<file path="src/rtl/sm_acc_reg.sv">
// Sign-magnitude accumulator with a three-state IDLE/EXEC/DONE sequencer.
// ADD/SUB rely on an external combinational sign-magnitude adder (add_a/add_b -> sum_in).
module sm_acc_reg (
  input  logic        clk,
  input  logic        reset,
  input  logic        op_valid,
  output logic        op_ready,
  input  logic [2:0]  op,
  input  logic [15:0] operand,
  output logic [15:0] add_a,
  output logic [15:0] add_b,
  input  logic [15:0] sum_in,
  output logic [15:0] acc,
  output logic        done,
  output logic        flag_z,
  output logic        flag_n,
  output logic        flag_v
);

  localparam logic [2:0] OP_NOP  = 3'd0;
  localparam logic [2:0] OP_LOAD = 3'd1;
  localparam logic [2:0] OP_ADD  = 3'd2;
  localparam logic [2:0] OP_SUB  = 3'd3;
  localparam logic [2:0] OP_CLR  = 3'd4;
  localparam logic [2:0] OP_NEG  = 3'd5;

  typedef enum logic [1:0] {
    ST_IDLE = 2'd0,
    ST_EXEC = 2'd1,
    ST_DONE = 2'd2
  } state_t;

  state_t      r_state;
  logic [2:0]  r_op;
  logic [15:0] r_opnd;
  logic [15:0] r_acc;
  logic [15:0] r_add_b;
  logic        r_ready;
  logic        r_done;
  logic        r_z;
  logic        r_n;
  logic        r_v;

  logic        w_hs;
  logic [15:0] w_add_b_next;
  logic        w_write;
  logic [15:0] w_result;
  logic        w_v_next;

  // Magnitude-zero values are always stored as +0.
  function automatic logic [15:0] f_norm(input logic [15:0] x);
    f_norm = (x[14:0] == 15'd0) ? 16'h0000 : x;
  endfunction

  function automatic logic [15:0] f_flip(input logic [15:0] x);
    f_flip = {~x[15], x[14:0]};
  endfunction

  function automatic logic [15:0] f_add_b(input logic [2:0] o, input logic [15:0] x);
    case (o)
      OP_ADD:  f_add_b = x;
      OP_SUB:  f_add_b = f_flip(x);
      default: f_add_b = 16'h0000;
    endcase
  endfunction

  function automatic logic f_ovf(input logic [15:0] a, input logic [15:0] b);
    logic [15:0] w_mag;
    w_mag = {1'b0, a[14:0]} + {1'b0, b[14:0]};
    f_ovf = (a[15] == b[15]) && w_mag[15];
  endfunction

  assign w_hs         = op_valid && r_ready && (r_state == ST_IDLE);
  assign w_add_b_next = f_add_b(op, operand);

  // Result and overflow for the operation held in r_op.
  always_comb begin
    w_write  = 1'b0;
    w_result = r_acc;
    w_v_next = r_v;
    case (r_op)
      OP_LOAD: begin
        w_write  = 1'b1;
        w_result = f_norm(r_opnd);
        w_v_next = 1'b0;
      end
      OP_ADD, OP_SUB: begin
        w_write  = 1'b1;
        w_result = f_norm(sum_in);
        w_v_next = f_ovf(r_acc, r_add_b);
      end
      OP_CLR: begin
        w_write  = 1'b1;
        w_result = 16'h0000;
        w_v_next = 1'b0;
      end
      OP_NEG: begin
        w_write  = 1'b1;
        w_result = f_norm(f_flip(r_acc));
        w_v_next = 1'b0;
      end
      OP_NOP: begin
        w_write  = 1'b0;
        w_result = r_acc;
        w_v_next = r_v;
      end
      default: begin
        w_write  = 1'b0;
        w_result = r_acc;
        w_v_next = r_v;
      end
    endcase
  end

  // Sequencer; add_b is captured with the op so it holds steady through EXEC.
  always_ff @(posedge clk or posedge reset) begin
    if (reset) begin
      r_state <= ST_IDLE;
      r_op    <= 3'd0;
      r_opnd  <= 16'h0000;
      r_acc   <= 16'h0000;
      r_add_b <= 16'h0000;
      r_ready <= 1'b1;
      r_done  <= 1'b0;
      r_z     <= 1'b1;
      r_n     <= 1'b0;
      r_v     <= 1'b0;
    end else begin
      case (r_state)
        ST_IDLE: begin
          r_done <= 1'b0;
          if (w_hs) begin
            r_op    <= op;
            r_opnd  <= operand;
            r_add_b <= w_add_b_next;
            r_ready <= 1'b0;
            r_state <= ST_EXEC;
          end else begin
            r_ready <= 1'b1;
            r_state <= ST_IDLE;
          end
        end
        ST_EXEC: begin
          if (w_write) begin
            r_acc <= w_result;
            r_z   <= (w_result == 16'h0000);
            r_n   <= w_result[15];
          end else begin
            r_acc <= r_acc;
          end
          r_v     <= w_v_next;
          r_done  <= 1'b1;
          r_ready <= 1'b0;
          r_state <= ST_DONE;
        end
        ST_DONE: begin
          r_done  <= 1'b0;
          r_ready <= 1'b1;
          r_state <= ST_IDLE;
        end
        default: begin
          r_done  <= 1'b0;
          r_ready <= 1'b1;
          r_state <= ST_IDLE;
        end
      endcase
    end
  end

  assign op_ready = r_ready;
  assign add_a    = r_acc;
  assign add_b    = r_add_b;
  assign acc      = r_acc;
  assign done     = r_done;
  assign flag_z   = r_z;
  assign flag_n   = r_n;
  assign flag_v   = r_v;

endmodule

</file>
<file path="config.mk">
export PLATFORM = sky130hd
export DESIGN_NAME = sm_acc_reg
export DESIGN_NICKNAME = d
export VERILOG_FILES = /design/src/rtl/sm_acc_reg.sv
export SDC_FILE = /design/constraint.sdc
export NUM_CORES = 1
export LEC_CHECK = 0
export CELL_PAD_IN_SITES_DETAIL_PLACEMENT = 1
export CELL_PAD_IN_SITES_GLOBAL_PLACEMENT = 2
export CORE_ASPECT_RATIO = 1.1
export CORE_MARGIN = 2
export CORE_UTILIZATION = 29
export DETAILED_ROUTE_END_ITERATION = 8
export PLACE_DENSITY = 0.89
export SETUP_SLACK_MARGIN = 0.15
export SYNTH_ARGS = -nofsm -noshare
export SYNTH_HDL_FRONTEND = slang
export SYNTH_SLANG_ARGS = --single-unit
</file>
<file path="constraint.sdc">
create_clock -name clk -period 1.9 [get_ports clk]
set_input_delay 0.285 -clock clk [delete_from_list [all_inputs] [get_ports clk]]
set_output_delay 0.285 -clock clk [all_outputs]
set_load 0.01 [all_outputs]
</file>
==> Word level (Yosys, flattened, before mapping) <==
Index checks and enable logic that the tools add are counted.
{ "totals": {"reg_bits": 58, "inputBits": 38, "out_inout_bits": 53, "word_cells": 49} }
{ "classes": {"addsub": 1, "eq_ne": 9, "muxes": 12, "bitwise": 2, "reduce_logical": 15} }
{ "op_table": {"columns": ["op", "n"], "rows": [
  ["$pmux 16 s4", 1],
  ["$mux 16", 3],
  ["$logic_not 15->1", 3],
  ["$pmux 16 s2", 1],
  ["$add 15x15->16", 1],
  ["$logic_not 16->1", 1],
  ["$eq 3x2->1 const B", 4],
  ["$eq 3x3->1 const B", 2],
  ["$reduce_and 2->1", 3],
  ["$reduce_or 5->1", 1],
  ["$mux 1", 4],
  ["$pmux 1 s2", 2],
  ["$pmux 2 s2", 1],
  ["$eq 3x1->1 const B", 1],
  ["$logic_and 1x1->1", 3],
  ["$reduce_or 3->1", 1],
  ["$eq 2x1->1 const B", 1],
  ["$logic_not 2->1", 1],
  ["$not 1->1", 2],
  ["$reduce_bool 2->1", 1],
  ["$reduce_or 2->1", 1],
  ["$eq 1x1->1", 1]
]} }

==> Depth between registers and ports, before layout <==
{ "depth": {"depth_word": 4, "ltp_mapped": 8, "ltp_nobuf": 6} }

==> Worst setup path after synthesis <==
OpenSTA, ideal clock, no wires.
{ "synth_timing": {"path_kind": "register to register", "startpoint": "reg r_acc[12], in the netlist acc[12]", "endpoint": "reg r_v, in the netlist flag_v", "setup_ns": 0.126, "arrival_time_ns": 1.610, "t_required_ns": 1.774, "slack_ns": 0.164, "stages_incl_launch_ff": 7, "n_path_buf": 0, "synth_period_minus_slack_ns": 1.736, "cell_sequence": "dfrtp_1 ha_1 a21o_1 a21o_1 a211o_1 a211oi_1 nor3_1"} }
{ "synth_between": {"elab_chain_cells": 3} }
{ "synth_rtl": {"columns": ["item", "line_no", "source"], "rows": [
  ["start, declared", "36", "logic [15:0] r_acc;"],
  ["start signal, assigned", "145", "r_acc <= w_result;"],
  ["start signal, assigned", "149", "r_acc <= r_acc;"],
  ["$add 15x15->16", "69", "w_mag = {1'b0, a[14:0]} + {1'b0, b[14:0]};"],
  ["$logic_and 1x1->1", "70", "f_ovf = (a[15] == b[15]) && w_mag[15];"],
  ["$pmux 1 s2", "81", "case (r_op)"],
  ["end signal, assigned", "151", "r_v <= w_v_next;"],
  ["end, declared", "42", "logic r_v;"]
]} }
No other way between the ends.
A chain may end at the register's enable or synchronous reset.

==> Final worst setup path <==
{ "layout_timing": {"startpoint": "reg r_op[2]", "endpoint": "reg r_z, in the netlist flag_z"} }
{ "layout_between": {"elab_chain_cells": 4, "elab_cells_between_ends": 11, "cone_classes": "eq/ne (5); mux (2); reduce/logical (4)"} }
{ "layout_rtl": {"columns": ["item", "line_no", "source"], "rows": [
  ["start, declared", "34", "logic [2:0] r_op;"],
  ["start signal, assigned", "133", "r_op <= op;"],
  ["$eq 3x2->1 (tied with other cells)", "81", null],
  ["$reduce_or 2->1 / $reduce_or 5->1 (equally long branches)", null, null],
  ["$pmux 16 s4 / $mux 1 (equally long branches)", "81", null],
  ["$logic_not 16->1 / $reduce_and 2->1 (equally long branches)", null, null],
  ["end signal, assigned", "146", "r_z <= (w_result == 16'h0000);"],
  ["end, declared", "40", "logic r_z;"]
]} }
Several ways; a longest one is shown, not always the timed one.

==> flow_summary.ini <==
[global_routing]
grt_pass1_wl_mm = 17.2
gr-total-overflow = 0
grt_pass1_vias = 3100
grt_use_total_pct = 18.7
antenna_found_initial = 0
grt_max_degree = 52

[worst_setup_path]
endpoint = flag_z$_DFFE_PP1P_
crit_fanout = 6
timing.critical_path.from = r_op[2]$_DFFE_PP0P_
endpoint_kind = register
cp.required_ns = 2.12
reg2reg_to = flag_z$_DFFE_PP1P_
worstSetupPathType = reg -> reg
worstSetupStartpointType = register
r2r_start = r_op[2]$_DFFE_PP0P_
worstPathArrival_ns = 2.08
rrSetupSlack_ns = 0.03
ff2ff_path_depth = 6

[timing]
setup_violations = 0
rsz0062_at_grt = yes
finClkSkew_ns = 0.00615
fmax_mhz = 536
slew_viol_final = 0
fin_crit_sh_pct = 98.2
setup_tns_ns = 0
relSlewSlack_pct = 71.5
hold_viol = 0
finalWorstPathRequiredPeriod_ns = 1.87
hold_slack_ns = 0.308
worstMarginPinSlew_ns = 0.428

[job]
max_cap_viol_count = 0

[clock_tree]
clockBufferDepth = 2
cts_tree = done
ctsHoldBuffers = 0
cts_made_buffers = 5
htree_num_levels = 2
clock_sinks = 56
cts.clk_slew.worst_paths_ns = 0.07
cts_root_buf = clkbuf_16
clk_latency_ns = 0.30

[power]
p_per_area_nw_per_um2 = 1680
power_leakage_nw = 2.10
ir_worst_vdd_mv = 0.521

[place]
dp_hpwl_mm = 8.36
dp_cells = 556
io_buffers = 90
place.gp.congestion = 0.905

[die]
io_pins = 91
die_area_sq_um = 11900
die_w_microns = 104
die_h_microns = 114
initial_core_util_pct = 29.5
coreArea_sq_um = 10800
rows = 40

[cells_and_area]
drive_gt1_share_pct = 25.4
final_cells = 576
nets = 480
syn2layout_area_growth_pct = 50.2
fin_util_pct = 44.3
num_antenna_cells = 0
fill_cells = 1236

[yosys]
syn_area_per_cell_sq_um = 10.2
synth.largest_area_cell = dfrtp_1
async_flop_share_pct = 100
synth-seq-cells = 56
synthFlopType = dfrtp_1
syn_nets = 364
synth_edf_count = 0
netlist_top_cells_count = 54 x dfrtp_1, 47 x nand2_1, 24 x o21ai_0, 19 x buf_4, 18 x mux2_2
synth.distinct_cells = 47
synth_top_area_share_pct = 42.4
syn_inst = 312
synth.area.top_cells = dfrtp_1 42%, mux2_2 6.4%, nand2_1 5.5%, ha_1 5.5%, buf_4 4.5%
synth_most_common_cell = dfrtp_1
synth_area_sq_um = 3190
synth-seq-area-share_pct = 44.0
ys.warnings.count = 0

[routing]
ant_nets = 0
wl_met3_microns = 470
drt_iter0_markers = 161
top_layer = met4
drc = 0
totalWireLength_mm = 10.7
vias = 2903
wl_met2_mm = 5.36
wl_per_cell_microns = 18.6
drt-pass1-iter-count = 4
drt-met1-wl_mm = 4.69
vias_per_cell = 5.04

[run_status]
status = finished clean

[min_path]
hp-class = in -> async
==> cell usage in the layout, fill, tap and decap left out, drive strengths merged, types with 6 or more instances in the layout <==
master,count
nand4,6
o21ai,24
mux2i,14
o22a,6
clkbuf,8
a22o,9
mux2,18
dfrtp,54
ha,14
nor4,8
nand2,47
buf,54
a21oi,12
clkdlybuf4s50,88
nor3,8
==> repair_timing <==
action                                 CTS  global route
gates cloned                             1             0
pin swaps                               10             9
endpoints found under the hold margin    0             0
setup endpoints to repair               18            21
buffers inserted                         5             7
resized for setup                       21            13
==> metal layers <==
metal	global-route usage, %	vias up
li1	-	1362
met5	0	-
met4	5.32	0
met2	32.4	80
met1	24.0	1449
met3	3.49	12
==> stage by stage <==
step	power, mW	cell area (sq um)	setup WS [ns]
finish	8.07	4790	0.0338
global route	8.61	4790	-0.0152
CTS	7.96	4730	0.0917
detailed placement	6.66	4420	0.00646
global placement	6.52	4420	0.0410
floorplan	4.57	3190	0.164
==> kinds of logic after synthesis <==
kind of cell | after synthesis | share of synthesized area (%)
multiplexers | 32 | 10.7
buffers and inverters | 40 | 7.85
AND/OR/NAND/NOR | 90 | 13.9
AO/OA/AOI/OAI | 78 | 17.4
XOR/XNOR | 2 | 0.549
flip-flops | 56 | 44.0
adder cells (fa/ha/maj) | 14 | 5.49
==> report_power, final <==
part | internal (mW) | switching (mW) | leakage (nW) | total (mW)
clock network | 0.493 | 0.419 | 0.0681 | 0.912
logic | 2.62 | 2.24 | 1.33 | 4.86
registers | 1.73 | 0.569 | 0.702 | 2.30
==> how the worst min path moves through the flow <==
| stage | end | startpoint |
|---|---|---|
| global route | add_b[11]$_DFFE_PP0P_ | reset |
| global placement | flag_z$_DFFE_PP1P_ | flag_z$_DFFE_PP1P_ |
| floorplan | r_op[1]$_DFFE_PP0P_ | op[1] |
| finish | add_b[12]$_DFFE_PP0P_ | reset |
| CTS | add_b[12]$_DFFE_PP0P_ | reset |
| detailed placement | flag_z$_DFFE_PP1P_ | flag_z$_DFFE_PP1P_ |
==> cell type report <==
class	count	area, sq um	share of cell area [%]
clock inverter	1	8.76	0.183
sequential	56	1410	29.4
tap	147	184	3.84
timing repair buffer	145	1380	28.8
inverter	4	15.0	0.313
clock buffer	7	133	2.77
multi-input combinational	216	1660	34.6
==> critical path, stage by stage (launching register included) <==
cell and delay (ns):
dfrtp_2 0.42, buf_4 0.14, buf_4 0.16, mux2i_1 0.18
o22ai_1 0.11, or4_1 0.55, o31ai_2 0.22
==> sequential cells by signal, summed over array words and instances, names as in the netlist <==
signal    count
r_op          3
r_opnd       16
acc          16
done          1
flag_v        1
add_b        16
flag_z        1
op_ready      1
r_state       1
No activity file was read; power rests on OpenSTA's default activity.
